**src/rtl/spectro_pkg.sv**
```systemverilog
// Shared types and defaults for the spectrometer sample FIFO (write and read sides).
package spectro_pkg;

    typedef enum logic [1:0] {
        IDLE    = 2'd0,
        CAPTURE = 2'd1,
        DISCARD = 2'd2
    } state_t;

    localparam int DEFAULT_DATA_W = 10;
    localparam int DEFAULT_PIXELS = 3648;
    localparam int SOF_BIT        = DEFAULT_DATA_W;

    typedef struct packed {
        logic                      sof;
        logic [DEFAULT_DATA_W-1:0] sample;
    } fifo_word_t;

    function automatic fifo_word_t make_word(input logic sof, input logic [DEFAULT_DATA_W-1:0] sample);
        fifo_word_t w;
        w.sof    = sof;
        w.sample = sample;
        return w;
    endfunction

endpackage

```
**src/rtl/sat_counter.sv**
```systemverilog
// Saturating up-counter with synchronous clear; holds at all-ones.
// Count updates the cycle after inc; clear has priority over inc.
module sat_counter #(
    parameter int W = 16
) (
    input  logic         CLK,
    input  logic         clear,
    input  logic         inc,
    output logic [W-1:0] count
);

    always_ff @(posedge CLK) begin
        if (clear) begin
            count <= '0;
        end else if (inc && (count != {W{1'b1}})) begin
            count <= count + 1'b1;
        end
    end

endmodule

```
**src/rtl/spectro_fifo_writer.sv**
```systemverilog
// Frames ADC pixel samples into {sof, sample} FIFO words; 1-cycle registered latency.
// A full FIFO at frame start or mid-frame drops the rest of that frame and counts it.
module spectro_fifo_writer
    import spectro_pkg::*;
#(
    parameter int DATA_W = DEFAULT_DATA_W,
    parameter int PIXELS = DEFAULT_PIXELS,
    parameter int ERR_W  = 16
) (
    input  logic              CLK,
    input  logic              RST,
    input  logic [DATA_W-1:0] adcData,
    input  logic              adcValid,
    input  logic              frameStart,
    input  logic              FIFO_FULL,
    output logic              FIFO_WR,
    output logic [DATA_W:0]   fifoData,
    output logic              frameDone,
    output logic              frameDropped,
    output logic [ERR_W-1:0]  dropCount,
    output logic              busy
);

    localparam int PIX_W = (PIXELS > 1) ? $clog2(PIXELS) : 1;
    localparam logic [PIX_W-1:0] LAST_PIX = PIX_W'(PIXELS - 1);

    state_t           state, state_n;
    logic [PIX_W-1:0] pix, pix_n;
    logic             wr_n, done_n, drop_n;
    logic [DATA_W:0]  data_n;

    always_ff @(posedge CLK) begin
        if (RST) begin
            state        <= IDLE;
            pix          <= '0;
            FIFO_WR      <= 1'b0;
            fifoData     <= '0;
            frameDone    <= 1'b0;
            frameDropped <= 1'b0;
            busy         <= 1'b0;
        end else begin
            state        <= state_n;
            pix          <= pix_n;
            FIFO_WR      <= wr_n;
            fifoData     <= data_n;
            frameDone    <= done_n;
            frameDropped <= drop_n;
            busy         <= (state_n == CAPTURE);
        end
    end

    always_comb begin
        state_n = state;
        pix_n   = pix;
        wr_n    = 1'b0;
        data_n  = fifoData;
        done_n  = 1'b0;
        drop_n  = 1'b0;

        // frameStart outranks a coincident sample; an open frame becomes a runt
        if (frameStart) begin
            if (state == CAPTURE) begin
                drop_n = 1'b1;
            end
            if (FIFO_FULL) begin
                state_n = DISCARD;
                drop_n  = 1'b1;
            end else begin
                state_n = CAPTURE;
                pix_n   = '0;
            end
        end else if (adcValid && (state == CAPTURE)) begin
            if (FIFO_FULL) begin
                state_n = DISCARD;
                drop_n  = 1'b1;
            end else begin
                wr_n   = 1'b1;
                data_n = {(pix == '0), adcData};
                if (pix == LAST_PIX) begin
                    done_n  = 1'b1;
                    state_n = IDLE;
                    pix_n   = '0;
                end else begin
                    pix_n = pix + 1'b1;
                end
            end
        end
    end

    sat_counter #(
        .W(ERR_W)
    ) u_drop_cnt (
        .CLK  (CLK),
        .clear(RST),
        .inc  (drop_n),
        .count(dropCount)
    );

endmodule

```
**config.mk**
```make
export PLATFORM = sky130hd
export DESIGN_NAME = spectro_fifo_writer
export DESIGN_NICKNAME = d
export VERILOG_FILES = /design/src/rtl/spectro_pkg.sv /design/src/rtl/sat_counter.sv /design/src/rtl/spectro_fifo_writer.sv
export SDC_FILE = /design/constraint.sdc
export NUM_CORES = 1
export LEC_CHECK = 0
export BUFFER_PORTS_ARGS = -buffer_cell sky130_fd_sc_hd__buf_2
export CAP_MARGIN = 20
export CORE_MARGIN = 2
export CORE_UTILIZATION = 40
export DETAILED_ROUTE_END_ITERATION = 7
export PLACE_DENSITY = 0.63
export SLEW_MARGIN = 20
export SYNTH_ARGS = -nofsm -noshare
export SYNTH_HDL_FRONTEND = slang
export SYNTH_SLANG_ARGS = --single-unit
```
**constraint.sdc**
```tcl
create_clock -name CLK -period 4 [get_ports CLK]
set_input_delay 0.2 -clock CLK [delete_from_list [all_inputs] [get_ports CLK]]
set_output_delay 0.2 -clock CLK [all_outputs]
set_load 0.1 [all_outputs]
```
* Yosys cells after proc, flatten, opt, wreduce, memory -nomap -nowiden
Index checks and enable logic that the tools add are counted.
Storage, ports and cells: word-level logic and storage cells 42, output and inout bits 31, flip-flop bits (word level) 45, bits of input ports 15
Cells by class: add/subtract/negate cells 2, reductions and logical operators 8, bitwise gates (word level) 3, muxes and demuxes 17, equality and inequality tests 4
Operators with widths (number):
- 2-to-1 mux 12 bit | 5
- adder 16 x 1 -> 16 bit (second input constant) | 1
- != test 16 bit (second input constant) | 1
- adder 12 x 1 -> 12 bit (second input constant) | 1
- equality test 12 bit (second input constant) | 1
- zero test 12 bit | 1
- 2-to-1 mux 2 bit | 5
- 2-to-1 mux 1 bit | 7
- equality test 2 x 1 -> 1 bit (second input constant) | 2
- OR reduction 4 bit | 1
- NOT 1 bit | 3
- AND reduction 3 bit | 1
- OR reduction 3 bit | 1
- logical AND 1 bit | 2
- AND reduction 2 bit | 1
- nonzero test 2 bit | 1

* Longest topological paths before layout
Gate-level depths: netlist of the first run.
word-level depth 6, depth in mapped cells 7

* By module
Synthesis of the first run repeated with hierarchy kept, for this count alone.
Second synthesis, totals: cell total of the unflattened synthesis 255, area total of the unflattened synthesis 2167.1 sq um
Modules (own cells, without submodules):
- spectro_fifo_writer | instances 1, seq. area each 580.6 sq um, area an instance 1318.8 sq um, cells an instance 156
- sat_counter | instances 1, seq. area each 320.3 sq um, area an instance 848.3 sq um, cells an instance 99

* Worst setup path before layout of the first run
No wires, ideal clock.
path kind register -> register, start point register u_drop_cnt.count[0], end point register u_drop_cnt.count[1], arrival time 2.367 ns, library setup time 0.128 ns, cell stages (with the launch flop) 7, slack 1.506 ns, clock period less this slack 2.494 ns, required time 3.872 ns, cell sequence dfxtp_1 > ha_1 > nand2_1 > or3_1 > o21ai_1 > mux2i_1 > nor2_1
On the way: cells in the longest elaborated chain, start to end 2, elaborated cells on any way between the ends 3, classes of those cells 1 x add/sub; 1 x eq/ne; 1 x reduce/logical
Ends and longest elaborated chain:
- start, declared | RTL line sat_counter.sv:9 | output logic [W-1:0] count
- start signal, assigned | RTL line sat_counter.sv:16 | count <= count + 1'b1;
- branches (longest 2 deep; another with adder 16 x 1 -> 16 bit)
Several ways; the timed one is not identified. A chain may end at the register's enable or synchronous reset.

* Worst setup path in the final report of the first run
start point register state[1], end point register pix[11]
On the way: cells in the longest elaborated chain, start to end 4
Ends and longest elaborated chain:
- start, declared | RTL line spectro_fifo_writer.sv:27 | state_t state, state_n;
- start signal, assigned | RTL line spectro_fifo_writer.sv:42 | state <= state_n;
- equality test 2 x 1 -> 1 bit | RTL line spectro_fifo_writer.sv:72 | end else if (adcValid && (state == CAPTURE)) begin
- logical AND 1 bit | RTL line spectro_fifo_writer.sv:72
- nonzero test 2 bit (no source line)
- AND reduction 2 bit (no source line)
- end signal, assigned | RTL line spectro_fifo_writer.sv:43 | pix <= pix_n;
- end, declared | RTL line spectro_fifo_writer.sv:28 | logic [PIX_W-1:0] pix, pix_n;
Every way passes these cells.

==> metrics.txt, run 1 <==
run status finished, final reports clean; synthesized net count 269; yosys warns 0; number of register bits inferred by synthesis 45; fill cell instance count of the final layout 525; number of instances in the synthesized netlist 251; minimum clock period 2040 ps; Area Growth Syn to Fin 15.6%; leakage power 0.955 nW; number of top-level pins 46; clock latency on the worst-skew pair 290 ps; post-synthesis async set-or-reset flop share 0; normalized max-slew margin 0.495; number of nets with antenna violations after detailed routing 0; worst clock skew 5.65 ps; TritonCTS clock tree built; share of final-layout standard cells stronger than drive strength 1 0.203; cell area after technology mapping 2120 sq um; critical path launch point type flip-flop; die area 5900 sq um; arrival time at the worst endpoint 2270 ps; CTS Buffer Depth 2; final WL 4600 um; post-cts gate resize count 0; longest individual stage delay on the worst path 600 ps; DR WL/cell 12.8 um; number of buffers added for setup after CTS 0; Cell variety after synth 44; maximum fanout count along the critical path 18; category of the most critical setup path flip-flop to flip-flop; # hold bufs at CTS 0; total vias in the final route 1908; number of input and output port buffers inserted 45; cell type of the slowest stage on the worst timing path sky130_fd_sc_hd__or3_1; worst setup timing slack at the placement stage 1970 ps; sinks on the clock net 45; RSZ-0062 raised after global routing false; final routed DRC violation total 0; vias per cell 5.29; CP endpoint kind flip-flop; Initial Utilization 0.415; height of the die 76.8 um; clock transition at the register clock pins on the worst setup and hold paths after CTS 80 ps; largest net degree at the start of global routing 43; total of endpoints with negative setup slack in the final report 0; endpoints failing hold 0; last weighted congestion value of the routability-driven placer 0.814; Detail Placement HPWL 3300 um; number of flops mapped to enable cells by yosys 0; number of global-route vias before repair 1693; total count of max-transition violations in the final report 0; Antenna diodes 0; minimum setup slack in the final design 1960 ps; total of max-cap violations 0; wire length of the first global-routing pass 7940 um; Pwr per Cell Area 326 nW/um^2; setup TNS 0 ps; Post-synth top flop sky130_fd_sc_hd__dfxtp_1; initial antenna violation count 0; Iter 0 DRT Violations 43; Die Width 76.8 um; WP data required 4230 ps; ordered cell list for the critical path nand3b_2, or3_1, nor3_4, a41oi_2, a31oi_1; sequential-to-total area share from yosys stat 0.425; CTS H-tree lvls 2; transition time of the tightest slew-check pin 758 ps; worst min path class input pin to flip-flop; number of core rows 26; GRT Resource Usage Total 0.164; Synth Area per Inst 8.45 sq um; VDD IR max 0.000167 V; placeable core area 5110 sq um; number of buffers inserted during clock tree synthesis 5; fraction of the cycle the final worst path needs 0.511; final-stage net count 310; sum of overflow across all layers after global routing 0; number of iterations in the first detailed-routing pass 4; share of the core filled with cells in the final layout 0.480; clk root buf sky130_fd_sc_hd__clkbuf_8; Highest Clock Rate 490 MHz
[Yosys cell counts (3+ instances only)]
library cell | n | area share
sky130_fd_sc_hd__a211oi_1 | 4 | 0.014
sky130_fd_sc_hd__nand2_1 | 36 | 0.064
sky130_fd_sc_hd__nor2_1 | 23 | 0.041
sky130_fd_sc_hd__o21ai_0 | 3 | 0.0071
sky130_fd_sc_hd__and2_1 | 3 | 0.0089
sky130_fd_sc_hd__a22o_1 | 3 | 0.012
sky130_fd_sc_hd__nand2b_1 | 4 | 0.012
sky130_fd_sc_hd__clkbuf_1 | 8 | 0.014
sky130_fd_sc_hd__a21oi_1 | 21 | 0.050
sky130_fd_sc_hd__nand4_1 | 3 | 0.0089
sky130_fd_sc_hd__and4_1 | 3 | 0.012
sky130_fd_sc_hd__mux2i_1 | 4 | 0.019
sky130_fd_sc_hd__ha_1 | 3 | 0.018
sky130_fd_sc_hd__dfxtp_1 | 45 | 0.42
sky130_fd_sc_hd__nand3_1 | 14 | 0.033
sky130_fd_sc_hd__inv_1 | 4 | 0.0071
sky130_fd_sc_hd__xnor2_1 | 11 | 0.045
sky130_fd_sc_hd__nand3b_1 | 3 | 0.011
sky130_fd_sc_hd__nor3_1 | 6 | 0.014
sky130_fd_sc_hd__o21ai_1 | 3 | 0.0071
sky130_fd_sc_hd__xor2_1 | 4 | 0.017
sky130_fd_sc_hd__a31oi_1 | 3 | 0.0089
sky130_fd_sc_hd__and3_1 | 10 | 0.029
sky130_fd_sc_hd__nor4_1 | 6 | 0.018
[per-stage QoR]
step / power [mW] / instances / hold WS, ps / area, sq um
6_report: 0.800 / 361 / 140 / 2450
4_1_cts: 0.814 / 361 / 128 / 2450
3_3_place_gp: 0.554 / 355 / 444 / 2380
5_1_grt: 0.840 / 361 / 132 / 2450
2_1_floorplan: 0.535 / 251 / 284 / 2120
3_5_place_dp: 0.555 / 355 / 447 / 2380
[layout make-up]
type | instances | area (sq um) | area share
Clock buffer | 5 | 68.8 | 0.0281
Clock inverter | 1 | 5.00 | 0.00204
Tap cell | 70 | 87.6 | 0.0357
Timing Repair Buffer | 46 | 233 | 0.0949
Sequential cell | 45 | 901 | 0.367
Inverter | 4 | 15.0 | 0.00612
Multi-Input combinational cell | 190 | 1140 | 0.466
[flip-flops by register name, summed over array words and instances (netlist names)]
signal            flops
FIFO_WR               1
state                 2
frameDone             1
frameDropped          1
pix                  12
busy                  1
u_drop_cnt.count     16
fifoData             11
[worst paths after layout]
| path | end | slack [ps] | from | depth (start not counted) |
|---|---|---|---|---|
| worst max-delay path | pix[11] | 1960 | state[1] | 5 |
| worst min-delay path | fifoData[9] | 140 | adcData[9] | 3 |
| worst min register to register | fifoData[4] | 460 | fifoData[4] | 2 |
| worst max register to register | pix[11] | 1960 | state[1] | 5 |
[layout by cell type (no fill, tap or decap), types with 2 or more instances in the layout]
cell type,netlist,final
sky130_fd_sc_hd__xnor2_1,11,11
sky130_fd_sc_hd__a21oi_1,21,21
sky130_fd_sc_hd__nor2_1,23,23
sky130_fd_sc_hd__clkbuf_8,0,5
sky130_fd_sc_hd__nand2b_1,4,4
sky130_fd_sc_hd__nand4_1,3,3
sky130_fd_sc_hd__nand2_1,36,36
sky130_fd_sc_hd__a22o_1,3,3
sky130_fd_sc_hd__o21ai_0,3,3
sky130_fd_sc_hd__dfxtp_1,45,45
sky130_fd_sc_hd__o211ai_1,2,2
sky130_fd_sc_hd__o21ai_1,3,3
sky130_fd_sc_hd__a31oi_1,3,3
sky130_fd_sc_hd__xor2_1,4,4
sky130_fd_sc_hd__a211oi_1,4,4
sky130_fd_sc_hd__ha_1,3,3
sky130_fd_sc_hd__nand3b_1,3,3
sky130_fd_sc_hd__and4_1,3,3
sky130_fd_sc_hd__nor4_1,6,6
sky130_fd_sc_hd__nand3_1,14,14
sky130_fd_sc_hd__or3_1,2,2
sky130_fd_sc_hd__and3_1,10,10
sky130_fd_sc_hd__mux2i_1,4,4
sky130_fd_sc_hd__and2_1,3,3
sky130_fd_sc_hd__buf_2,2,45
sky130_fd_sc_hd__inv_1,4,4
sky130_fd_sc_hd__nor3_1,6,6
[layer usage]
layer | wire length, um | global-route usage | vias up
met3 | 210 | 0.0459 | 7
met5 | 0 | 0 | -
li1 | - | - | 970
met1 | 2170 | 0.205 | 891
met4 | 55 | 0.0491 | 0
met2 | 2160 | 0.273 | 40
[logic make-up (layout without fill, tap and decap cells)]
| logic type | Yosys count | count (layout) | share of synthesized area |
|---|---|---|---|
| flops | 45 | 45 | 0.425 |
| xor+xnor | 15 | 15 | 0.0619 |
| buf+inv | 16 | 56 | 0.0366 |
| compound gates | 45 | 45 | 0.137 |
| mux | 4 | 4 | 0.0189 |
| fa+ha+maj | 3 | 3 | 0.0177 |
| simple gates | 123 | 123 | 0.303 |
[where the power goes]
group / internal, mW / leakage, nW / total, mW / switching [mW]
Combinational: 0.0194 / 0.551 / 0.0849 / 0.0655
Sequential: 0.454 / 0.364 / 0.459 / 0.00515
Clock: 0.115 / 0.0399 / 0.256 / 0.141
Total: 0.588 / 0.955 / 0.800 / 0.212
[critical path, delay by kind of cell (launching register included)]
family / cells / cell delay [ps]
flip-flops: 1 / 330
AO/OA/AOI/OAI: 2 / 300
AND/OR/NAND/NOR: 3 / 1330
(Power assumes the default switching activity.)
==> run 2, diff against run 1 <==
--- a/config.mk
+++ b/config.mk
@@ -10,7 +10,7 @@
 export CORE_MARGIN = 2
 export CORE_UTILIZATION = 40
 export DETAILED_ROUTE_END_ITERATION = 7
-export PLACE_DENSITY = 0.63
+export PLACE_DENSITY = 0.65
 export SLEW_MARGIN = 20
 export SYNTH_ARGS = -nofsm -noshare
 export SYNTH_HDL_FRONTEND = slang
==> constraint.sdc (replaced) <==
create_clock -name CLK -period 1.7 [get_ports CLK]
set_input_delay 0.085 -clock CLK [delete_from_list [all_inputs] [get_ports CLK]]
set_output_delay 0.085 -clock CLK [all_outputs]
set_load 0.1 [all_outputs]
==> metrics.txt, run 2 (synthesis results as in run 1) <==
run status finished, final reports clean; category of the most critical setup path flip-flop to flip-flop; share of final-layout standard cells stronger than drive strength 1 0.338; Detail Placement HPWL 3460 um; number of global-route vias before repair 1876; total vias in the final route 1951; CTS H-tree lvls 2; critical path launch point type flip-flop; total power 1.95 mW; vias per cell 5.20; commonest cells after routing, fill and taps aside sky130_fd_sc_hd__buf_2 (46), sky130_fd_sc_hd__nand2_1 (35), sky130_fd_sc_hd__dfxtp_1 (28); number of input and output port buffers inserted 45; wire length of the first global-routing pass 8210 um; number of core rows 26; largest net degree at the start of global routing 24; cell type of the slowest stage on the worst timing path sky130_fd_sc_hd__dfxtp_1; VDD IR max 0.000486 V; sinks on the clock net 45; CTS Buffer Depth 2; crit path buf inv count 1; setup TNS 0 ps; arrival time at the worst endpoint 1770 ps; final non-filler cell area 2710 sq um; WP data required 1880 ps; final-stage net count 322; total of max-cap violations 0; total count of max-transition violations in the final report 0; clk root buf sky130_fd_sc_hd__clkbuf_8; worst min path class input pin to flip-flop; last weighted congestion value of the routability-driven placer 0.800; largest reg by FF count u_drop_cnt.count; launch instance of the worst min-delay path adcData[4]; die area 5900 sq um; fill cell instance count of the final layout 520; Highest Clock Rate 630 MHz; Initial Utilization 0.415; kind of cell adding the most delay to the critical path simple AND/OR/NAND/NOR gates; leakage power 1.08 nW; max FFs per register 16; clock latency on the worst-skew pair 300 ps; TritonCTS clock tree built; transition time of the tightest slew-check pin 492 ps; leading cell type in the layout, fill and taps excluded sky130_fd_sc_hd__buf_2; endpoints failing hold 0; GRT Resource Usage Total 0.167; maximum fanout count along the critical path 9; placeable core area 5110 sq um; longest individual stage delay on the worst path 350 ps; Antenna diodes 0; minimum clock period 1590 ps; top flop regs u_drop_cnt.count x16, pix x12, fifoData x11; Die Width 76.8 um; Area Growth Syn to Fin 27.8%; number of iterations in the first detailed-routing pass 4; normalized max-slew margin 0.674; CP endpoint kind flip-flop; number of buffers added for setup after CTS 0; clock transition at the register clock pins on the worst setup and hold paths after CTS 90 ps; worst clock skew 7.04 ps; number of buffers inserted during clock tree synthesis 5; final routed DRC violation total 0; cell area reported after detailed placement 2570 sq um; height of the die 76.8 um; final WL 4840 um; # hold bufs at CTS 0; sum of overflow across all layers after global routing 0; post-cts gate resize count 0; ordered cell list for the critical path nand3b_1, and3_2, buf_4, a211oi_1, xnor2_1, nor2_1; fraction of the cycle the final worst path needs 0.934; worst setup path start state[1]; number of nets with antenna violations after detailed routing 0; DR WL/cell 12.9 um; Iter 0 DRT Violations 85; Pwr per Cell Area 721 nW/um^2; total of endpoints with negative setup slack in the final report 0; number of top-level pins 46; start of the worst register-to-register path state[1]; initial antenna violation count 0
run 2: changes by cell type in the layout (fill, tap and decap cells not counted), moves of 3 or more:
cell / before / now
sky130_fd_sc_hd__dfxtp_4: 0 / 13
sky130_fd_sc_hd__nor4_2: 0 / 3
sky130_fd_sc_hd__nor4_1: 6 / 3
sky130_fd_sc_hd__buf_4: 1 / 11
sky130_fd_sc_hd__dfxtp_1: 45 / 28
sky130_fd_sc_hd__dfxtp_2: 0 / 4
run 2: cell type report:
class | count | area (sq um) | share of cell area
clock inverter | 3 | 20.0 | 0.00738
multi-input combinational | 190 | 1240 | 0.458
tap | 70 | 87.6 | 0.0323
timing repair buffer | 58 | 324 | 0.120
clock buffer | 5 | 68.8 | 0.0254
sequential | 45 | 955 | 0.352
inverter | 4 | 15.0 | 0.00554
run 2: final timing paths:
path	to	slack (ps)	depth (start not counted)
worst max register to register	u_drop_cnt.count[5]	110	6
worst min-delay path	fifoData[4]	10	3
worst min register to register	fifoData[3]	450	2
worst max-delay path	u_drop_cnt.count[5]	110	6
run 2: metrics by stage:
stage | hold slack [ps] | setup WS [ps] | instances | utilization
detailed placement | 333 | 88.2 | 366 | 0.503
floorplan | 169 | -51.7 | 251 | -
CTS | 6.54 | 60.5 | 374 | 0.521
global placement | 325 | 93.4 | 366 | 0.503
finish | 13.6 | 112 | 375 | 0.531
global route | 8.90 | -4.55 | 375 | 0.531
run 2: worst reg2reg max path, delay by kind of cell (launching register included):
family                 cells  cell delay (ps)
AO/OA/AOI/OAI              1              240
AND/OR/NAND/NOR            3              560
buffers and inverters      1              180
flip-flops                 1              350
XOR/XNOR                   1              160
run 2: report_power, final:
group | leakage (nW) | switching (mW) | internal, mW
Combinational | 0.652 | 0.163 | 0.0576
Clock | 0.0489 | 0.374 | 0.293
Sequential | 0.376 | 0.0143 | 1.05
Total | 1.08 | 0.551 | 1.40
run 2: layer usage:
metal,track usage,wire length [um]
met5,0,0
met4,0.0491,43
met3,0.0400,260
met2,0.285,2330
met1,0.210,2210
==> run 3, diff against run 2 <==
--- a/config.mk
+++ b/config.mk
@@ -5,12 +5,13 @@
 export SDC_FILE = /design/constraint.sdc
 export NUM_CORES = 1
 export LEC_CHECK = 0
+export ABC_AREA = 1
 export BUFFER_PORTS_ARGS = -buffer_cell sky130_fd_sc_hd__buf_2
 export CAP_MARGIN = 20
-export CORE_MARGIN = 2
 export CORE_UTILIZATION = 40
 export DETAILED_ROUTE_END_ITERATION = 7
-export PLACE_DENSITY = 0.65
+export HOLD_SLACK_MARGIN = 0.15
+export PLACE_DENSITY = 0.64
 export SLEW_MARGIN = 20
 export SYNTH_ARGS = -nofsm -noshare
 export SYNTH_HDL_FRONTEND = slang
==> metrics.txt, run 3 <==
most used standard cells in the synthesized netlist sky130_fd_sc_hd__nand2_1 (91), sky130_fd_sc_hd__nor2_1 (56), sky130_fd_sc_hd__dfxtp_1 (45); minimum clock period 1540 ps; VDD IR max 0.000306 V; WP data required 1870 ps; max FFs per register 16; placeable core area 5640 sq um; number of iterations in the first detailed-routing pass 4; combined flip-flop and latch cell area 928 sq um; synth top area cells sky130_fd_sc_hd__dfxtp_1 (38%), sky130_fd_sc_hd__nand2_1 (14%), sky130_fd_sc_hd__nor2_1 (8.8%), sky130_fd_sc_hd__nand3_1 (6.1%), sky130_fd_sc_hd__inv_1 (5.3%); Pwr per Cell Area 708 nW/um^2; Die Width 79.2 um; total count of max-transition violations in the final report 0; total power 2.10 mW; CP endpoint kind flip-flop; Reg-to-Reg End u_drop_cnt.count[12]; multi-input combinational cell area 1270 sq um; Synth Area per Inst 6.76 sq um; critical path launch point type flip-flop; top flop regs u_drop_cnt.count x16, pix x12, fifoData x11; Cell variety after synth 29; Detail Placement HPWL 3900 um; number of nets with antenna violations after detailed routing 0; arrival time at the worst endpoint 1720 ps; wire length of the first global-routing pass 9240 um; worst setup path start u_drop_cnt.count[0]; cell type of the slowest stage on the worst timing path sky130_fd_sc_hd__dfxtp_4; last weighted congestion value of the routability-driven placer 0.780; largest reg by FF count u_drop_cnt.count; final routed DRC violation total 0; leakage power 1.25 nW; final WL 5530 um; number of flops mapped to enable cells by yosys 0; Hold WS 169 ps; number of global-route vias before repair 2059; maximum fanout count along the critical path 17; die area 6280 sq um; share of final-layout standard cells stronger than drive strength 1 0.255; clk root buf sky130_fd_sc_hd__clkbuf_8; fill cell instance count of the final layout 568; TritonCTS clock tree built; most instantiated library cell after synthesis sky130_fd_sc_hd__nand2_1; Area Growth Syn to Fin 24.0%; height of the die 79.2 um; RSZ-0062 raised after global routing false; final non-filler cell total 488; clock latency on the worst-skew pair 300 ps; number of buffers added for setup after CTS 0; sum of overflow across all layers after global routing 0; longest individual stage delay on the worst path 390 ps; fraction of the cycle the final worst path needs 0.907; leading cell type in the layout, fill and taps excluded sky130_fd_sc_hd__nand2_1; Initial Utilization 0.423; endpoints failing hold 0; Iter 0 DRT Violations 113; Post-synth top flop sky130_fd_sc_hd__dfxtp_1; synthesized net count 371; worst min path class input pin to flip-flop; vias per cell 4.85; number of core rows 27; number of register bits inferred by synthesis 45; setup TNS 0 ps; sinks on the clock net 45; category of the most critical setup path flip-flop to flip-flop; Highest Clock Rate 648 MHz; CTS H-tree lvls 2; total of endpoints with negative setup slack in the final report 0; number of instances in the synthesized netlist 353; Synth top area share 0.378; GRT Resource Usage Total 0.188; transition time of the tightest slew-check pin 505 ps; number of buffers inserted during clock tree synthesis 5; start of the worst register-to-register path u_drop_cnt.count[0]; setup slack on the worst flop-to-flop path 160 ps; run status finished, final reports clean; worst clock skew 9.73 ps; commonest cells after routing, fill and taps aside sky130_fd_sc_hd__nand2_1 (91), sky130_fd_sc_hd__nor2_1 (55), sky130_fd_sc_hd__buf_2 (45); CTS Buffer Depth 2; total vias in the final route 2369; worst setup timing slack at the placement stage 14.5 ps; number of top-level pins 46; largest net degree at the start of global routing 29; cell area after technology mapping 2390 sq um; Worst Reg-to-Reg Cells 8; DR WL/cell 11.3 um; post-synthesis async set-or-reset flop share 0; normalized max-slew margin 0.665; total of max-cap violations 0; initial antenna violation count 0; cell type contributing the most total cell area after synthesis sky130_fd_sc_hd__dfxtp_1; minimum setup slack in the final design 158 ps; sequential-to-total area share from yosys stat 0.378; number of input and output port buffers inserted 45; Placed Cells 469; capturing element of the worst setup path u_drop_cnt.count[12]; final-stage net count 433; ordered cell list for the critical path ha_2, nand3_4, nor2_4, nand2_4, nand2_8, inv_2, nand2_1, a21oi_2; Antenna diodes 0; yosys warns 0; clock transition at the register clock pins on the worst setup and hold paths after CTS 90 ps
==> run 3: final cells by class <==
cell class / count / area share
clock buffers: 6 / 0.0317
inverters: 40 / 0.0507
well taps: 72 / 0.0304
multi-input cells: 257 / 0.429
repair buffers: 66 / 0.139
flip-flops and latches: 45 / 0.314
clock inverters: 2 / 0.00550
==> run 3: power breakdown <==
part           switching [mW]  internal, mW
clock network           0.385         0.381
logic                   0.185        0.0634
registers              0.0120          1.07
total                   0.583          1.51
==> run 3: metrics by stage <==
step	instance area [sq um]	utilization
floorplan	2420	-
global placement	2740	0.485
detailed placement	2740	0.485
CTS	2960	0.525
global route	2960	0.525
finish	2960	0.525
==> run 3: per-layer routing <==
| layer | wire length [um] | vias to the layer above | GRT usage | share of wire |
|---|---|---|---|---|
| met1 | 2620 | 1045 | 0.234 | 0.47 |
| li1 | - | 1254 | - | - |
| met5 | 0 | - | 0 | 0 |
| met2 | 2550 | 66 | 0.321 | 0.46 |
| met3 | 299 | 4 | 0.0379 | 0.054 |
| met4 | 48 | 0 | 0.0655 | 0.0087 |
==> run 3: cells by family (layout without fill, tap and decap cells) <==
| group | Yosys count | in the layout | share of synthesized area |
|---|---|---|---|
| compound gates | 46 | 46 | 0.113 |
| fa+ha+maj | 3 | 3 | 0.0157 |
| flops | 45 | 45 | 0.378 |
| buf+inv | 51 | 114 | 0.0923 |
| simple gates | 200 | 200 | 0.372 |
| xor+xnor | 8 | 8 | 0.0294 |
==> run 3: worst min path at each step <==
stage | startpoint | end | slack [ps] | cells after the start
after detailed placement | adcData[9] | fifoData[9] | 340 | 3
after CTS | FIFO_FULL | state[0] | 170 | 4
after floorplan | adcData[5] | fifoData[5] | 250 | 2
final | FIFO_FULL | state[0] | 170 | 4
after global routing | FIFO_FULL | state[0] | 190 | 4
after global placement | adcData[9] | fifoData[9] | 330 | 3
==> run 3: timing repair <==
action / 4_1_cts / 5_1_grt
setup endpoints to repair: 1 / 0
gates resized for setup: 1 / 0
endpoints found under the hold margin: 12 / 0
hold buffers: 11 / 0
==> run 3: critical path: cells and delay by family, from the launching register on <==
family | cells | cell delay, ps
compound gates | 1 | 50
fa+ha+maj | 1 | 250
buf+inv | 1 | 130
flops | 1 | 390
simple gates | 5 | 580
